--- config.mk ---
export PLATFORM = sky130hd
export DESIGN_NAME = segments_display_ctrl_flat
export DESIGN_NICKNAME = d
export VERILOG_FILES = /design/src/rtl/segments_display_ctrl_if.sv /design/src/rtl/segments_display_ctrl.sv /design/src/flat_wrapper.sv
export SDC_FILE = /design/constraint.sdc
export NUM_CORES = 1
export LEC_CHECK = 0
export CAP_MARGIN = 40
export CELL_PAD_IN_SITES_DETAIL_PLACEMENT = 2
export CELL_PAD_IN_SITES_GLOBAL_PLACEMENT = 2
export CORE_AREA = 2 2 106 159
export CTS_CLUSTER_SIZE = 8
export DETAILED_ROUTE_END_ITERATION = 8
export DIE_AREA = 0 0 108 161
export PLACE_DENSITY_LB_ADDON = 0.1
export SETUP_SLACK_MARGIN = 0.1
export SYNTH_ARGS = -nofsm -noshare
export SYNTH_HDL_FRONTEND = slang
export SYNTH_SLANG_ARGS = --single-unit
--- constraint.sdc ---
create_clock -name clk -period 4.4 [get_ports clk]
set_input_delay 0.44 -clock clk [delete_from_list [all_inputs] [get_ports clk]]
set_output_delay 0.44 -clock clk [all_outputs]
set_load 0.01 [all_outputs]
--- src/rtl/segments_display_ctrl_if.sv ---
// Avalon-MM slave register port for the seven-segment controller.
// Zero-wait: readdata is combinational from address and writes have no backpressure.
interface segments_display_ctrl_if;
    logic [1:0]  address;
    logic        chipselect;
    logic        write_n;
    logic [31:0] writedata;
    logic [31:0] readdata;

    modport slave (
        input  address,
        input  chipselect,
        input  write_n,
        input  writedata,
        output readdata
    );

    modport master (
        output address,
        output chipselect,
        output write_n,
        output writedata,
        input  readdata
    );
endinterface

--- src/rtl/segments_display_ctrl.sv ---
// Seven-segment controller: hex/raw digits with per-digit enable and blink, via Avalon-MM registers.
// Writes land on the edge and show on out_port one edge later; there is no backpressure.
module segments_display_ctrl #(
    parameter int          NUM_DIGITS = 3,
    parameter int          ACTIVE_LOW = 1,
    parameter int unsigned BLINK_DIV  = 25000000
) (
    input  logic                      clk,
    input  logic                      reset,
    segments_display_ctrl_if.slave    bus,
    output logic [7*NUM_DIGITS-1:0]   out_port
);

    localparam int N = NUM_DIGITS;
    localparam logic [31:0]  CNT_LAST = 32'(BLINK_DIV - 1);
    localparam logic [7*N-1:0] BLANK  = (ACTIVE_LOW != 0) ? '1 : '0;

    logic [4*N-1:0] hex_q;
    logic [7*N-1:0] raw_q;
    logic           mode_q;
    logic [N-1:0]   en_q;
    logic [N-1:0]   mask_q;
    logic [31:0]    cnt_q;
    logic           phase_q;

    logic           wr;
    logic           wr_ctrl;
    logic [7*N-1:0] pat;
    logic [7*N-1:0] out_d;

    // Only the low register-width bits of writedata are stored.
    logic unused_wdata;
    assign unused_wdata = ^bus.writedata;

    assign wr      = bus.chipselect & ~bus.write_n;
    assign wr_ctrl = wr && (bus.address == 2'd2);

    function automatic logic [6:0] hex7(input logic [3:0] v);
        case (v)
            4'h0: hex7 = 7'h3F;
            4'h1: hex7 = 7'h06;
            4'h2: hex7 = 7'h5B;
            4'h3: hex7 = 7'h4F;
            4'h4: hex7 = 7'h66;
            4'h5: hex7 = 7'h6D;
            4'h6: hex7 = 7'h7D;
            4'h7: hex7 = 7'h07;
            4'h8: hex7 = 7'h7F;
            4'h9: hex7 = 7'h6F;
            4'hA: hex7 = 7'h77;
            4'hB: hex7 = 7'h7C;
            4'hC: hex7 = 7'h39;
            4'hD: hex7 = 7'h5E;
            4'hE: hex7 = 7'h79;
            default: hex7 = 7'h71;
        endcase
    endfunction

    always_ff @(posedge clk) begin
        if (reset) begin
            hex_q  <= '0;
            raw_q  <= '0;
            mode_q <= 1'b0;
            en_q   <= '1;
            mask_q <= '0;
        end else begin
            if (wr && bus.address == 2'd0) hex_q <= bus.writedata[4*N-1:0];
            if (wr && bus.address == 2'd1) raw_q <= bus.writedata[7*N-1:0];
            if (wr_ctrl) begin
                mode_q <= bus.writedata[0];
                en_q   <= bus.writedata[8 +: N];
                mask_q <= bus.writedata[16 +: N];
            end
        end
    end

    // A CTRL write with bit 31 set overrides a coincident wrap.
    always_ff @(posedge clk) begin
        if (reset) begin
            cnt_q   <= '0;
            phase_q <= 1'b0;
        end else if (wr_ctrl && bus.writedata[31]) begin
            cnt_q   <= '0;
            phase_q <= 1'b0;
        end else if (cnt_q == CNT_LAST) begin
            cnt_q   <= '0;
            phase_q <= ~phase_q;
        end else begin
            cnt_q   <= cnt_q + 32'd1;
        end
    end

    always_comb begin
        pat = '0;
        for (int k = 0; k < N; k++) begin
            if (en_q[k] && !(mask_q[k] && phase_q)) begin
                pat[7*k +: 7] = mode_q ? raw_q[7*k +: 7] : hex7(hex_q[4*k +: 4]);
            end
        end
        out_d = (ACTIVE_LOW != 0) ? ~pat : pat;
    end

    always_ff @(posedge clk) begin
        if (reset) out_port <= BLANK;
        else       out_port <= out_d;
    end

    always_comb begin
        bus.readdata = '0;
        case (bus.address)
            2'd0: bus.readdata[4*N-1:0] = hex_q;
            2'd1: bus.readdata[7*N-1:0] = raw_q;
            2'd2: begin
                bus.readdata[0]      = mode_q;
                bus.readdata[8 +: N]  = en_q;
                bus.readdata[16 +: N] = mask_q;
            end
            default: bus.readdata[0] = phase_q;
        endcase
    end

endmodule

--- src/flat_wrapper.sv ---
// flat-port wrapper written by rule: the top's interface ports become plain ports
module segments_display_ctrl_flat 
#(
    parameter int          NUM_DIGITS = 3,
    parameter int          ACTIVE_LOW = 1,
    parameter int unsigned BLINK_DIV  = 25000000
)
  (clk, reset, out_port, bus_address, bus_chipselect, bus_write_n, bus_writedata, bus_readdata);
  segments_display_ctrl_if bus_i ();
  input  logic clk;
  input  logic reset;
  output logic [7*NUM_DIGITS-1:0] out_port;
  input wire logic [$bits(bus_i.address)-1:0] bus_address;
  input wire logic [$bits(bus_i.chipselect)-1:0] bus_chipselect;
  input wire logic [$bits(bus_i.write_n)-1:0] bus_write_n;
  input wire logic [$bits(bus_i.writedata)-1:0] bus_writedata;
  output wire logic [$bits(bus_i.readdata)-1:0] bus_readdata;
  assign bus_i.address = bus_address;
  assign bus_i.chipselect = bus_chipselect;
  assign bus_i.write_n = bus_write_n;
  assign bus_i.writedata = bus_writedata;
  assign bus_readdata = bus_i.readdata;
  segments_display_ctrl #(.NUM_DIGITS(NUM_DIGITS), .ACTIVE_LOW(ACTIVE_LOW), .BLINK_DIV(BLINK_DIV)) u_core (.clk(clk), .reset(reset), .bus(bus_i), .out_port(out_port));
endmodule
# Word-level counts from Yosys, hierarchy flattened
# Memories as Yosys holds them, arrays and structs flattened. A register that Yosys moved wholly into a read port is not among the register bits.
# Index checks and enable logic that the tools add are counted.
classes:
  n_addsub: 1
  reduce_logical: 16
  bitwise: 4
  eq_ne: 3
  mux: 19
ops:
  columns: ["cell", "count"]
  rows:
  - ["7-bit two-way mux", 6]
  - ["32-bit by 1-bit adder with 32-bit output, second input constant", 1]
  - ["32-bit by 25-bit equality test with 1-bit output, second input constant", 1]
  - ["4-bit two-way mux", 7]
  - ["21-bit inverter", 1]
  - ["7-bit case mux with 2 select lines", 1]
  - ["1-bit logical AND", 10]
  - ["3-bit case mux with 3 select lines", 1]
  - ["3-bit case mux with 2 select lines", 1]
  - ["1-bit zero test", 3]
  - ["1-bit case mux with 3 select lines", 1]
  - ["3-bit OR reduction", 1]
  - ["2-bit by 1-bit equality test with 1-bit output, second input constant", 1]
  - ["2-bit equality test, second input constant", 1]
  - ["2-bit zero test", 1]
  - ["2-bit two-way mux", 1]
  - ["1-bit inverter", 2]
  - ["1-bit case mux with 2 select lines", 1]
  - ["2-bit OR reduction", 1]
  - ["1-bit bitwise AND", 1]
word_totals:
  n_memories: 3
  rom_bits: 336
  in_bits: 38
  regBits: 94
  word_cells: 54
mem_list:
  columns: ["name", "words", "width", "read_ports", "rd_clocked_by_memory_dff", "write_ports", "line_no", "text"]
  rows:
  - ["(no name shown)", 16, 7, 1, 1, 0, "segments_display_ctrl.sv:39", "case (v)"]
  - ["(no name shown)", 16, 7, 1, 1, 0, "segments_display_ctrl.sv:39", null]
  - ["(no name shown)", 16, 7, 1, 1, 0, "segments_display_ctrl.sv:39", null]

# Depth between registers and ports, before layout
# Gate-level depths: netlist of run 1.
logic_depth:
  depth_word: 5
  ltp_mapped: 12
  depth_no_buf: 10

# Least setup slack after synthesis of run 1
# No wires, ideal clock.
synth_timing:
  path_kind: "input-to-reg"
  startpoint: "in bus_address[0]"
  endpoint: "reg with a tool-made name"
  required_ps: 4283
  t_arrival_ps: 2455
  setup_ps: 117
  setup_slack_ps: 1828
  stages: 10
  n_path_buf: 2
  path_cell_list: "inv_1 -> ha_1 -> nand3b_1 -> buf_2 -> clkbuf_1 -> mux2i_1 -> or2_2 -> ha_1 -> nand2b_1 -> a22o_1"
synth_rtl:
  columns: ["element", "line_no", "text"]
  rows:
  - ["from (decl)", "flat_wrapper.sv:13", "input wire logic [$bits(bus_i.address)-1:0] bus_address;"]

# Worst setup path in the final report of run 1
layout_timing:
  startpoint: "in bus_address[0]"
  endpoint: "out bus_readdata[0]"
layout_via:
  elab_chain_cells: 2
layout_lines:
  columns: ["element", "line_no", "text"]
  rows:
  - ["2-bit equality test, or another cell as far along", "segments_display_ctrl.sv:110", "case (bus.address)"]
  - ["1-bit case mux with 3 select lines (*)", "segments_display_ctrl.sv:110", null]
  - ["to (decl)", "flat_wrapper.sv:17", "output wire logic [$bits(bus_i.readdata)-1:0] bus_readdata;"]
# Every way passes the cells marked *; elsewhere a longest branch is shown, timed or not.

==> impl_results.md, run 1 <==
* Pleak at 0.00273 µW
* 1st-iter DRT viols at 131
* Mapped Area at 0.00549 mm²
* Synth Area in XOR/XNOR at 3.51%
* Routed wire length at 17.3 mm
* EDFF count, synth at 0
* Hold Slack at 0.473 ns
* RSZ-0062 raised after global routing: no
* Diode count at 0
* Clock Sink Count at 115
* Yosys top cell by area: dfxtp_1
* Min-Delay Path Class: reg -> reg
* Vias in the first global route at 5272
* Yosys reg bits at 115
* Starting density of the core at 34.2%
* Vias per Instance at 5.17
* Final slew viol count at 0
* Min Tclk post-route at 3.14 ns
* CTS buffer count at 17
* Post-CTS Resized at 0
* Area delta synth->final at 25.6%
* Routed wire per std cell at 19.0 µm
* Post-Synth Simple-Gate Area at 22.0%
* Worst-skew pair later-pin latency at 0.42 ns
* Maximum VDD drop at 0.000167 V
* Die width at 108 µm
* Combinational power share at 7.9%
* Most instantiated library cell after synthesis: dfxtp_1
* Clk slew on worst S/H paths at 0.05 ns
* Tot Pwr at 2650 µW
* Adder-cell area share of the yosys netlist at 5.93%
* Async set-reset flop share out of synthesis at 0%
* Die footprint at 0.0174 mm²
* Io pins at 91
* First-pass GRT wire length at 27.8 mm
* Clk buf depth at 2
* Final setup fails at 0
* Core Rows at 57
* Final cell count without fillers at 912
* Fin. Hold Viols at 0
* Dpl hpwl at 12.6 mm
* Worst relative slew slack at 35.7%
* Crit end category: output pin
* Register area share after synthesis at 42.0%
* Share of the synthesized area in the top cell type at 42.0%
* Antenna viol nets, final at 0
* Grt ovf at 0
* CTS root buffer: clkbuf_16
* Synth Flop Type: dfxtp_1
* Mux cell area share after synthesis at 7.77%
* Syn avg cell area at 8.78 µm²
* # hold bufs at CTS at 0
* Sequential power share at 41.1%
* H-tree levels at 4
* CP Max Fanout at 19
* Yosys warns at 0
* Critical path class: in -> out
* Antenna violations before repair at 0
* Status: finished, final reports clean
* Setup Fix Bufs, Post-CTS at 0
* Post-Synthesis Cells at 625
* Top post-synthesis cells by area: dfxtp_1, ha_1, nand2_1, a21oi_1, mux2_2
* Commonest cells in the netlist: dfxtp_1, nand2_1, a21oi_1
* Gpl congestion at 0.811
* Layout cells sized above 1 at 11.0%
* Placeable Area at 0.0160 mm²
* Post-synthesis cell type count at 45
* Via count at 4718
* Worst slew pin tran at 0.959 ns
* Final worst-path setup slack at 1.26 ns
* Max-cap violation count at 0
* FMAX at 318 MHz
* Largest net degree at the start of global routing at 34
* Internal power at 2010 µW
* Fin Clk Skew at 0.00512 ns
* Largest family of logic cells by synthesized area: simple AND/OR/NAND/NOR gates
* Crit path DAT at 2.70 ns
* Post-synthesis compound-gate area fraction at 12.5%
* DR DRC count at 0
* PwrDens at 385 mW/mm²
* Sw frac at 24.0%
* Drt first pass iters at 4
* CP Launch Type: input port
* Setup TNS Final at 0 ns
* Cells after DPL at 880
* Clk network pwr share at 51.0%
* Tot GR Track Use at 21.1%
* Switching Power at 637 µW
* CTS tree: yes
* Nets@finish at 757
* Worst slack, placed at 0.987 ns
* Worst EP required at 3.96 ns
* Port Buffer Count at 69
* Part of the cycle the worst path needs at 71.4%
* Chip height at 161 µm
==> kinds of logic after synthesis <==
kind of cell | count (synthesis)
xor+xnor | 22
flops | 115
mux | 40
simple gates | 241
fa+ha+maj | 26
buf+inv | 71
other cells | 1
compound gates | 109
==> cell type report <==
class,instances,area (µm²)
clock buffers,19,443
clock inverters,13,136
fillers,1747,9160
inverters,31,116
multi-input cells,449,2880
flip-flops and latches,115,2300
well taps,206,258
repair buffers,79,758
==> cell usage in the layout (no fill, tap or decap), types with 3 or more instances in the layout <==
cell and instances:
a211oi_1 4, a21oi_1 58, a222oi_1 4, a22o_1 13, a22oi_1 3, a311o_1 3
a31oi_1 9, and2_1 11, and3_1 5, buf_4 9, clkbuf_16 17, clkdlybuf4s50_1 68
clkinv_2 3, clkinvlp_4 7, conb_1 11, dfxtp_1 115, ha_1 26, inv_1 31
mux2_2 21, mux2i_1 19, nand2_1 84, nand3_1 20, nand3b_1 7, nand4_1 12
nor2_1 43, nor2b_1 8, nor3_1 12, nor3b_1 4, o21ai_0 8, o2bb2ai_1 4
or2_2 11, or3_1 13, xnor2_1 8, xor2_1 14
==> worst max-delay path: stages <==
cell and delay [ns]:
clkdlybuf4s50_1 0.46, inv_1 0.11, ha_1 0.64, a222oi_1 0.21
mux2i_1 0.26, clkdlybuf4s50_1 0.58
==> routing by layer <==
layer  part of all wire (%)  wire [µm]  track usage, %  vias up
met5                      0          0               0        -
met1                     38       6530            21.3     2343
li1                       -          -               -     2267
met4                    2.1        360            8.16        0
met3                    3.2        561            5.00       25
met2                     57       9850            40.6       83
==> metrics by stage <==
step / utilization [%] / instance area [µm²]
floorplan: - / 5530
global placement: 39.3 / 6310
detailed placement: 39.3 / 6310
CTS: 42.9 / 6890
global route: 42.9 / 6890
finish: 42.9 / 6890
==> path summary, 6_finish.rpt <==
path	cells past startpoint	from	endpoint	slack, ns
worst max-delay path	6	bus_address[0]	bus_readdata[0]	1.26
worst min-delay path	2	u_core.raw_q[14]	u_core.raw_q[14]	0.47
worst max register to register	5	u_core.cnt_q[2]	u_core.cnt_q[26]	1.96
worst min register to register	2	u_core.raw_q[14]	u_core.raw_q[14]	0.47
==> power groups by stage <==
| stage | clock [µW] | sequential, µW | combinational (µW) |
|---|---|---|---|
| after detailed placement | 0 | 1110 | 211 |
| after global placement | 0 | 1110 | 205 |
| after global routing | 1440 | 1090 | 230 |
| final | 1350 | 1090 | 209 |
| after CTS | 1390 | 1090 | 213 |
| after floorplan | 0 | 1120 | 109 |
Power figures use the tool's default switching activity.
==> inputs of run 2 (changes only) <==
--- a/config.mk
+++ b/config.mk
@@ -8,10 +8,10 @@
 export CAP_MARGIN = 40
 export CELL_PAD_IN_SITES_DETAIL_PLACEMENT = 2
 export CELL_PAD_IN_SITES_GLOBAL_PLACEMENT = 2
-export CORE_AREA = 2 2 106 159
+export CORE_AREA = 2 2 110 166
 export CTS_CLUSTER_SIZE = 8
 export DETAILED_ROUTE_END_ITERATION = 8
-export DIE_AREA = 0 0 108 161
+export DIE_AREA = 0 0 112 168
 export PLACE_DENSITY_LB_ADDON = 0.1
 export SETUP_SLACK_MARGIN = 0.1
 export SYNTH_ARGS = -nofsm -noshare
==> constraint.sdc (replaced) <==
create_clock -name clk -period 3.3 [get_ports clk]
set_input_delay 0.33 -clock clk [delete_from_list [all_inputs] [get_ports clk]]
set_output_delay 0.33 -clock clk [all_outputs]
set_load 0.01 [all_outputs]
==> run 2 against run 1 <==
- sequential share of layout area down 0.38 points
- final cell count up 1.8%
- die area up 8.2%
- setup slack worse by 0.77 ns
- sequential cell count unchanged
- combinational power up 34%
- non-clock buffer count up 5
- final area up 1.2%
- register-to-register slack worse by 1.0 ns
==> impl_results.md, run 2 (synthesis results as in run 1) <==
* Starting density of the core at 31.2% (was 34.2%)
* Grt ovf at 0 (unchanged)
* Nets@finish at 762 (was 757)
* Final setup fails at 0 (unchanged)
* Clk buf depth at 2 (unchanged)
* Beginning of the worst hold path: bus_writedata[12] (was u_core.raw_q[14])
* Worst reg2reg setup slack at 0.91 ns (was 1.96 ns)
* Area occupied by multi-input gates at 0.00288 mm² (unchanged)
* Worst EP required at 2.97 ns (was 3.96 ns)
* Final core utilization at 39.7% (was 42.9%)
* PwrDens at 514 mW/mm² (was 385 mW/mm²)
* Routed wire per std cell at 18.6 µm (was 19.0 µm)
* Gpl congestion at 0.845 (was 0.811)
* # hold bufs at CTS at 0 (unchanged)
* Part of the cycle the worst path needs at 85.1%
* Antenna violations before repair at 0 (unchanged)
* Core Rows at 60 (was 57)
* Area delta synth->final at 27.0% (was 25.6%)
* Fin Clk Skew at 0.00752 ns (was 0.00512 ns)
* Antenna viol nets, final at 0 (unchanged)
* DR DRC count at 0 (unchanged)
* Drt first pass iters at 6 (was 4)
* H-tree levels at 4 (unchanged)
* Hold EP: u_core.raw_q[12] (was u_core.raw_q[14])
* Die width at 112 µm (was 108 µm)
* CTS buffer count at 17 (unchanged)
* Min-Delay Path Class: in -> reg (was reg -> reg)
* Port Buffer Count at 69 (unchanged)
* CTS tree: yes (unchanged)
* CP Launch Type: input port (unchanged)
* Worst-skew pair later-pin latency at 0.42 ns (about the same)
* Placeable Area at 0.0176 mm² (was 0.0160 mm²)
* Via count at 4694 (was 4718)
* Layout cells sized above 1 at 11.7% (was 11.0%)
* CP startpoint: bus_address[0] (unchanged)
* Worst relative slew slack at 49.1% (was 35.7%)
* CTS root buffer: clkbuf_16 (unchanged)
* Pleak at 0.00277 µW (was 0.00273 µW)
* Setup Fix Bufs, Post-CTS at 0 (unchanged)
* Hold path depth at 3 (was 2)
* 1st-iter DRT viols at 143 (was 131)
* Critical path class: in -> out (unchanged)
* Worst reg2reg path depth at 5 (unchanged)
* Tot Pwr at 3580 µW (was 2650 µW)
* Min Tclk post-route at 2.81 ns
* Largest net degree at the start of global routing at 40 (was 34)
* Dpl hpwl at 12.8 mm (was 12.6 mm)
* Post-CTS Resized at 0 (unchanged)
* FMAX at 356 MHz
* CP Max Fanout at 16 (was 19)
* Io pins at 91 (unchanged)
* Max-cap violation count at 0 (unchanged)
* Vias per Instance at 5.06 (was 5.17)
* Status: finished, final reports clean (unchanged)
* Crit path DAT at 2.48 ns (was 2.70 ns)
* Cells after DPL at 896 (was 880)
* Commonest non-fill, non-tap cells in the layout: dfxtp_1, nand2_1, clkdlybuf4s50_1 (unchanged)
* R2r startpoint: u_core.cnt_q[2] (unchanged)
* Routed wire length at 17.3 mm (about the same)
* Commonest non-fill, non-tap cell in the layout: dfxtp_1 (unchanged)
* Number of fill cells at 1976 (was 1747)
* Chip height at 168 µm (was 161 µm)
* Vias in the first global route at 5252 (was 5272)
* First-pass GRT wire length at 28.1 mm (was 27.8 mm)
* Crit end category: output pin (unchanged)
* Clk slew on worst S/H paths at 0.06 ns (was 0.05 ns)
* Setup TNS Final at 0 ns (unchanged)
* Final cell count without fillers at 928 (was 912)
* RSZ-0062 raised after global routing: no (unchanged)
* Worst slew pin tran at 0.764 ns (was 0.959 ns)
* RR Endpoint: u_core.cnt_q[27] (was u_core.cnt_q[26])
* Register area at 0.00230 mm² (unchanged)
* Final slew viol count at 0 (unchanged)
* Diode count at 0 (unchanged)
* Tot GR Track Use at 19.2% (was 21.1%)
* Clock Sink Count at 115 (unchanged)
* Maximum VDD drop at 0.000290 V (was 0.000167 V)
* Fin. Hold Viols at 0 (unchanged)
* Die footprint at 0.0188 mm² (was 0.0174 mm²)
[run 2: cell count changes in the layout (fill, tap and decap cells not counted), sizes merged]
cell / previous run / this run
buf: 11 / 16
bufinv: 2 / 3
clkbuf: 19 / 18
clkinv: 4 / 5
clkinvlp: 7 / 6
[run 2: area by class of cell]
cell class | instances | area share, %
clock inverters | 14 | 2.35
inverters | 31 | 1.67
well taps | 217 | 3.89
clock buffers | 18 | 6.16
flip-flops and latches | 115 | 33.0
multi-input cells | 449 | 41.3
repair buffers | 84 | 11.6
[run 2: how the worst max path moves through the flow]
stage / slack [ns] / endpoint
floorplan: 0.84 / flop
global placement: 0.53 / flop
detailed placement: 0.48 / flop
CTS: 0.53 / bus_readdata[0]
global route: 0.38 / bus_readdata[0]
finish: 0.49 / bus_readdata[0]
[run 2: where the power goes]
| part | switching (µW) | internal (µW) |
|---|---|---|
| sequential | 22.7 | 1430 |
| clock | 665 | 1180 |
| combinational | 148 | 133 |
| total | 836 | 2740 |
[run 2: worst max-delay path, cell delays in order]
cell and delay (ns):
clkdlybuf4s50_1 0.46, inv_1 0.10, ha_1 0.55, a222oi_1 0.19, mux2i_1 0.26, clkdlybuf4s50_1 0.58
[run 2: per-layer routing]
| metal | routed length (µm) | global-route usage, % | up-vias |
|---|---|---|---|
| met5 | 0 | 0 | - |
| met4 | 348 | 7.90 | 0 |
| met3 | 543 | 3.78 | 21 |
| met2 | 9990 | 38.3 | 78 |
| met1 | 6390 | 19.0 | 2318 |
| li1 | - | - | 2277 |
[run 2: stage by stage]
stage	hold slack (ns)	cell area [µm²]	setup WS, ns
floorplan	0.441	5530	0.838
global placement	0.463	6380	0.530
detailed placement	0.477	6380	0.482
CTS	0.452	6970	0.533
global route	0.475	6970	0.381
finish	0.469	6970	0.493
